$ cat src/rtl/scroll_pkg.sv
// Shared state encodings, default reload period and speed-shift helper
// for the scrolling message sequencer.
package scroll_pkg;

  typedef enum logic [1:0] {
    ST_PAUSE = 2'b00,
    ST_RUN   = 2'b01,
    ST_ARMED = 2'b10
  } state_e;

  localparam logic [22:0] DEFAULT_BASE_PERIOD = 23'h7FFFFF;

  // Each speed step halves the interval between automatic advances.
  function automatic logic [31:0] speed_shift(input logic [31:0] base,
                                              input logic [1:0]  spd);
    return base >> spd;
  endfunction

endpackage

$ cat src/rtl/scroll_tick_gen.sv
// Reloadable down-counter pacing automatic advances; load wins over en,
// and the count holds at zero until reloaded.
module scroll_tick_gen #(
  parameter int                TICK_W    = 23,
  parameter logic [TICK_W-1:0] RESET_VAL = '1
) (
  input  logic              clk,
  input  logic              reset,
  input  logic              en,
  input  logic              load,
  input  logic [TICK_W-1:0] load_val,
  output logic              expired
);

  logic [TICK_W-1:0] cnt_q, cnt_d;

  always_comb begin
    cnt_d = cnt_q;
    if (load) begin
      cnt_d = load_val;
    end else if (en && (cnt_q != '0)) begin
      cnt_d = cnt_q - TICK_W'(1);
    end
  end

  always_ff @(posedge clk or posedge reset) begin
    if (reset) begin
      cnt_q <= RESET_VAL;
    end else begin
      cnt_q <= cnt_d;
    end
  end

  assign expired = (cnt_q == '0);

endmodule

$ cat src/rtl/scroll_sequencer.sv
// Owns the message start address; advances it automatically or on a manual
// step, committing each advance only on a display frame boundary.
module scroll_sequencer
  import scroll_pkg::*;
#(
  parameter int                ADDR_W      = 4,
  parameter int                MSG_LEN     = 16,
  parameter int                TICK_W      = 23,
  parameter logic [TICK_W-1:0] BASE_PERIOD = TICK_W'(DEFAULT_BASE_PERIOD)
) (
  input  logic              clk,
  input  logic              reset,
  input  logic              run,
  input  logic              step_req,
  input  logic              dir,
  input  logic [1:0]        spd,
  input  logic              frame_done,
  output logic [ADDR_W-1:0] addr,
  output logic              addr_upd,
  output logic [1:0]        state
);

  localparam logic [ADDR_W-1:0] LAST_ADDR = ADDR_W'(MSG_LEN - 1);

  state_e            state_q, state_d;
  logic [ADDR_W-1:0] addr_q, addr_d;
  logic              addr_upd_q, addr_upd_d;
  logic              step_q, step_d;

  logic              step_rise;
  logic              tick_en, tick_load, tick_expired;
  logic              commit;
  logic [TICK_W-1:0] reload_val;
  logic [ADDR_W-1:0] addr_next;

  assign step_rise  = step_req && !step_q;
  assign reload_val = TICK_W'(speed_shift(32'(BASE_PERIOD), spd));

  scroll_tick_gen #(
    .TICK_W    (TICK_W),
    .RESET_VAL (BASE_PERIOD)
  ) u_tick (
    .clk      (clk),
    .reset    (reset),
    .en       (tick_en),
    .load     (tick_load),
    .load_val (reload_val),
    .expired  (tick_expired)
  );

  always_ff @(posedge clk or posedge reset) begin
    if (reset) begin
      state_q <= ST_PAUSE;
    end else begin
      state_q <= state_d;
    end
  end

  // run takes priority over a coincident step edge in PAUSE.
  always_comb begin
    state_d = state_q;
    case (state_q)
      ST_PAUSE: begin
        if (run)            state_d = ST_RUN;
        else if (step_rise) state_d = ST_ARMED;
      end
      ST_RUN: begin
        if (!run)              state_d = ST_PAUSE;
        else if (tick_expired) state_d = ST_ARMED;
      end
      ST_ARMED: begin
        if (frame_done) state_d = run ? ST_RUN : ST_PAUSE;
      end
      default: state_d = ST_PAUSE;
    endcase
  end

  always_comb begin
    tick_en   = 1'b0;
    tick_load = 1'b0;
    commit    = 1'b0;
    case (state_q)
      ST_PAUSE: tick_load = run;
      ST_RUN: begin
        tick_load = run && tick_expired;
        tick_en   = run && !tick_expired;
      end
      ST_ARMED: commit = frame_done;
      default: ;
    endcase
  end

  always_comb begin
    if (!dir) begin
      addr_next = (addr_q == LAST_ADDR) ? '0 : addr_q + ADDR_W'(1);
    end else begin
      addr_next = (addr_q == '0) ? LAST_ADDR : addr_q - ADDR_W'(1);
    end
    addr_d     = commit ? addr_next : addr_q;
    addr_upd_d = commit;
    step_d     = step_req;
  end

  always_ff @(posedge clk or posedge reset) begin
    if (reset) begin
      addr_q     <= '0;
      addr_upd_q <= 1'b0;
      step_q     <= 1'b0;
    end else begin
      addr_q     <= addr_d;
      addr_upd_q <= addr_upd_d;
      step_q     <= step_d;
    end
  end

  assign addr     = addr_q;
  assign addr_upd = addr_upd_q;
  assign state    = state_q;

endmodule
$ cat config.mk
export PLATFORM = sky130hd
export DESIGN_NAME = scroll_sequencer
export DESIGN_NICKNAME = d
export VERILOG_FILES = /design/src/rtl/scroll_pkg.sv /design/src/rtl/scroll_tick_gen.sv /design/src/rtl/scroll_sequencer.sv
export SDC_FILE = /design/constraint.sdc
export NUM_CORES = 1
export LEC_CHECK = 0
export CORE_UTILIZATION = 50
export CTS_CLUSTER_DIAMETER = 40
export DETAILED_ROUTE_END_ITERATION = 12
export PLACE_DENSITY = 0.78
export SKIP_LAST_GASP = 1
export SLEW_MARGIN = 0
export SYNTH_ARGS = -nofsm -noshare
export SYNTH_HDL_FRONTEND = slang
export SYNTH_SLANG_ARGS = --single-unit
$ cat constraint.sdc
create_clock -name clk -period 2.7 [get_ports clk]
set_clock_uncertainty 0.15 [all_clocks]
set_input_delay 0.54 -clock clk [delete_from_list [all_inputs] [get_ports clk]]
set_output_delay 0.54 -clock clk [all_outputs]
set_load 0.005 [all_outputs]
==> run_results.csv <==
group,metric,value,unit
status,outcome,"finished, final reports clean",
logic_synthesis,synth-edff-count,0,
timing,slew_violations,0,
global_routing,grt.total_usage,23.6,%
cts,htreeDepth,2,
global_routing,grt_pass1_wl,7090,µm
timing,setup_violations,0,
timing,slew_headroom,57.3,%
routing,drt_wl_total,4150,µm
logic_synthesis,synthesis.nets,212,
routing,firstDrtPassIters,4,
pwr,ir_drop,0.483,mV
floorplan,die_w,62.7,µm
layout,instances_no_fill,266,
routing,drtIter0Drc,102,
cts,post_cts_resized,0,
floorplan,initial_core_util,53.5,%
place,dp_cells,258,
logic_synthesis,syn_avg_cell_area,9.26,µm²
timing,max_freq,424,MHz
worst_setup_path,critical_path_arrival,2.42,ns
cts,cts_tree,"built",
global_routing,antenna_found_initial,0,
logic_synthesis,synth_cell_types,47,
timing,whs,0.360,ns
logic_synthesis,ys.flop_type,"dfstp_2",
timing,hold_viol,0,
place,io_buffers,14,
timing,fin_crit_sh,87.4,%
logic_synthesis,syn_inst,199,
timing,period_needed,2.36,ns
logic_synthesis,yosysTopAreaCell,"dfstp_2",
logic_synthesis,synthArstFlopShare,100,%
logic_synthesis,netlist.area_leader.share,32.8,%
pwr,finalPower,1.41,mW
cts,path_clk_slew,0.06,ns
floorplan,num_rows,21,
timing,tns,0,ns
routing,drc,0,
cts,hold_buffers,0,
layout,nNetsFinal,232,
timing,tightest_slew,0.635,ns
cts,clk-insertion-delay-late,0.29,ns
routing,antenna_left,0,
logic_synthesis,ys_ff_latch,31,
layout,nFillCells,287,
cts,cts.sinks,31,
place,place_congestion,0.851,
place,hpwl,3160,µm
place,dpl_worst_slack,0.157,ns
floorplan,io_pins,15,
logic_synthesis,ys_warn_count,0,
cts,cts_made_buffers,5,
cts,cts_buffer_depth,2,
timing,rsz0062_at_grt,"no",
hold_path,hold_path_class,"flop to flop",
flow_run,drv_cap,0,
routing,drt-wirelength-per-cell,15.6,µm
global_routing,grt_pass1_vias,1540,
logic_synthesis,synth.yosys.seq_area_share,43.7,%
global_routing,overflow,0,
layout,final_area,0.00217,mm²
timing,setup_ws,0.341,ns
worst_setup_path,worstSetupEndpointType,"flop",
logic_synthesis,syn_area,0.00184,mm²
layout,fin_util,63.0,%
routing,vias,1596,
floorplan,floorplan.die_area,0.00393,mm²
worst_setup_path,cp.required,2.76,ns
cts,cts-root-buf,"clkbuf_8",
layout,n_antenna_cell,0,
layout,synthToLayoutAreaGrowth,17.7,%
pwr,power_density,649,mW/mm²
worst_setup_path,criticalPathCategory,"flop to flop",
logic_synthesis,synth_area_leaders,"dfstp_2 33%, dfrtp_1 11%, nor2_1 4.1%",
worst_setup_path,crit_fanout,8,
cts,postCtsSetupBuffers,0,
layout,drive_above_1_share,20.9,%
pwr,leakage,0.819,nW
worst_setup_path,cp-start-kind,"flop",
floorplan,chipHeight,62.7,µm
place,post_dp_cell_area,0.00208,mm²
global_routing,grt_max_degree,17,
floorplan,core_area,0.00344,mm²
routing,via_per_inst,6.00,
[flip-flops by register name (all words and copies together), names as in the netlist]
signal,flops
u_tick.cnt_q,23
addr,4
state,2
addr_upd,1
step_q,1
[per-layer routing]
layer  vias up  part of all wire [%]  GRT usage (%)
li1        777                     -              -
met1       778                    42           26.5
met2        34                    53           42.5
met3         7                   3.3           5.47
met4         0                   1.6           9.59
met5         -                     0              0
[kinds of logic after synthesis]
family	synth area share (%)
compound gates	17.4
mux	0.543
xor+xnor	4.28
simple gates	27.4
fa+ha+maj	3.40
flops	43.7
buf+inv	3.33
[Yosys cell counts (3+ instances only)]
master and count:
nor4_1 7, nor3_1 6, xor2_1 3, o22a_1 4
nor2_1 20, inv_1 7, dfrtp_1 8, o21ai_0 8
a31oi_1 4, clkbuf_1 7, nor2b_1 4, o311ai_0 3
ha_1 5, nand2_1 18, or3_1 3, nand3_1 9
o41ai_1 3, dfstp_2 23, xnor2_1 6, a21oi_1 14
nor4b_1 3
[area by class of cell]
cell class	count	area (µm²)	area share, %
Clock buffer	7	86.3	3.98
Clock inverter	1	5.00	0.231
Inverter	7	26.3	1.21
Multi-Input combinational cell	152	976	45.0
Sequential cell	31	805	37.1
Tap cell	46	57.6	2.65
Timing Repair Buffer	22	213	9.81
[path summary, 6_finish.rpt]
check                                                    end                        start  cells after the start  slack, ns
worst min register to register   u_tick.cnt_q[1]$_DFFE_PP1P_  u_tick.cnt_q[1]$_DFFE_PP1P_                      2       0.36
min in group asynchronous       u_tick.cnt_q[18]$_DFFE_PP1P_                        reset                      2       0.86
worst min-delay path             u_tick.cnt_q[1]$_DFFE_PP1P_  u_tick.cnt_q[1]$_DFFE_PP1P_                      2       0.36
max in group asynchronous        u_tick.cnt_q[4]$_DFFE_PP1P_                        reset                      3       1.31
worst max register to register  u_tick.cnt_q[22]$_DFFE_PP1P_  u_tick.cnt_q[2]$_DFFE_PP1P_                      5       0.34
worst max-delay path            u_tick.cnt_q[22]$_DFFE_PP1P_  u_tick.cnt_q[2]$_DFFE_PP1P_                      5       0.34
[placed cells by master (no fill, tap or decap), drive strengths merged, types with 7 or more instances in the layout]
master         netlist  routed
dfstp               23      23
clkdlybuf4s50        0      14
o21ai                9       9
clkbuf               8       7
nor2                20      20
inv                  7       7
nor4                 7       7
nand2               19      19
nand3                9       9
buf                  1       8
dfrtp                8       8
a21oi               14      14
[critical path, stage by stage, from the launching register on]
cell and delay, ns:
dfstp_2 0.40, or4_4 0.56, nor4b_4 0.43, nand2_2 0.14
o311a_1 0.30, or3_1 0.30
[report_power, final]
part	internal, mW	switching (mW)	leakage (nW)
Clock	0.205	0.169	0.0482
Combinational	0.176	0.169	0.430
Sequential	0.573	0.116	0.341
Total	0.954	0.453	0.819
Note: power is estimated with default switching activity, not from simulation.
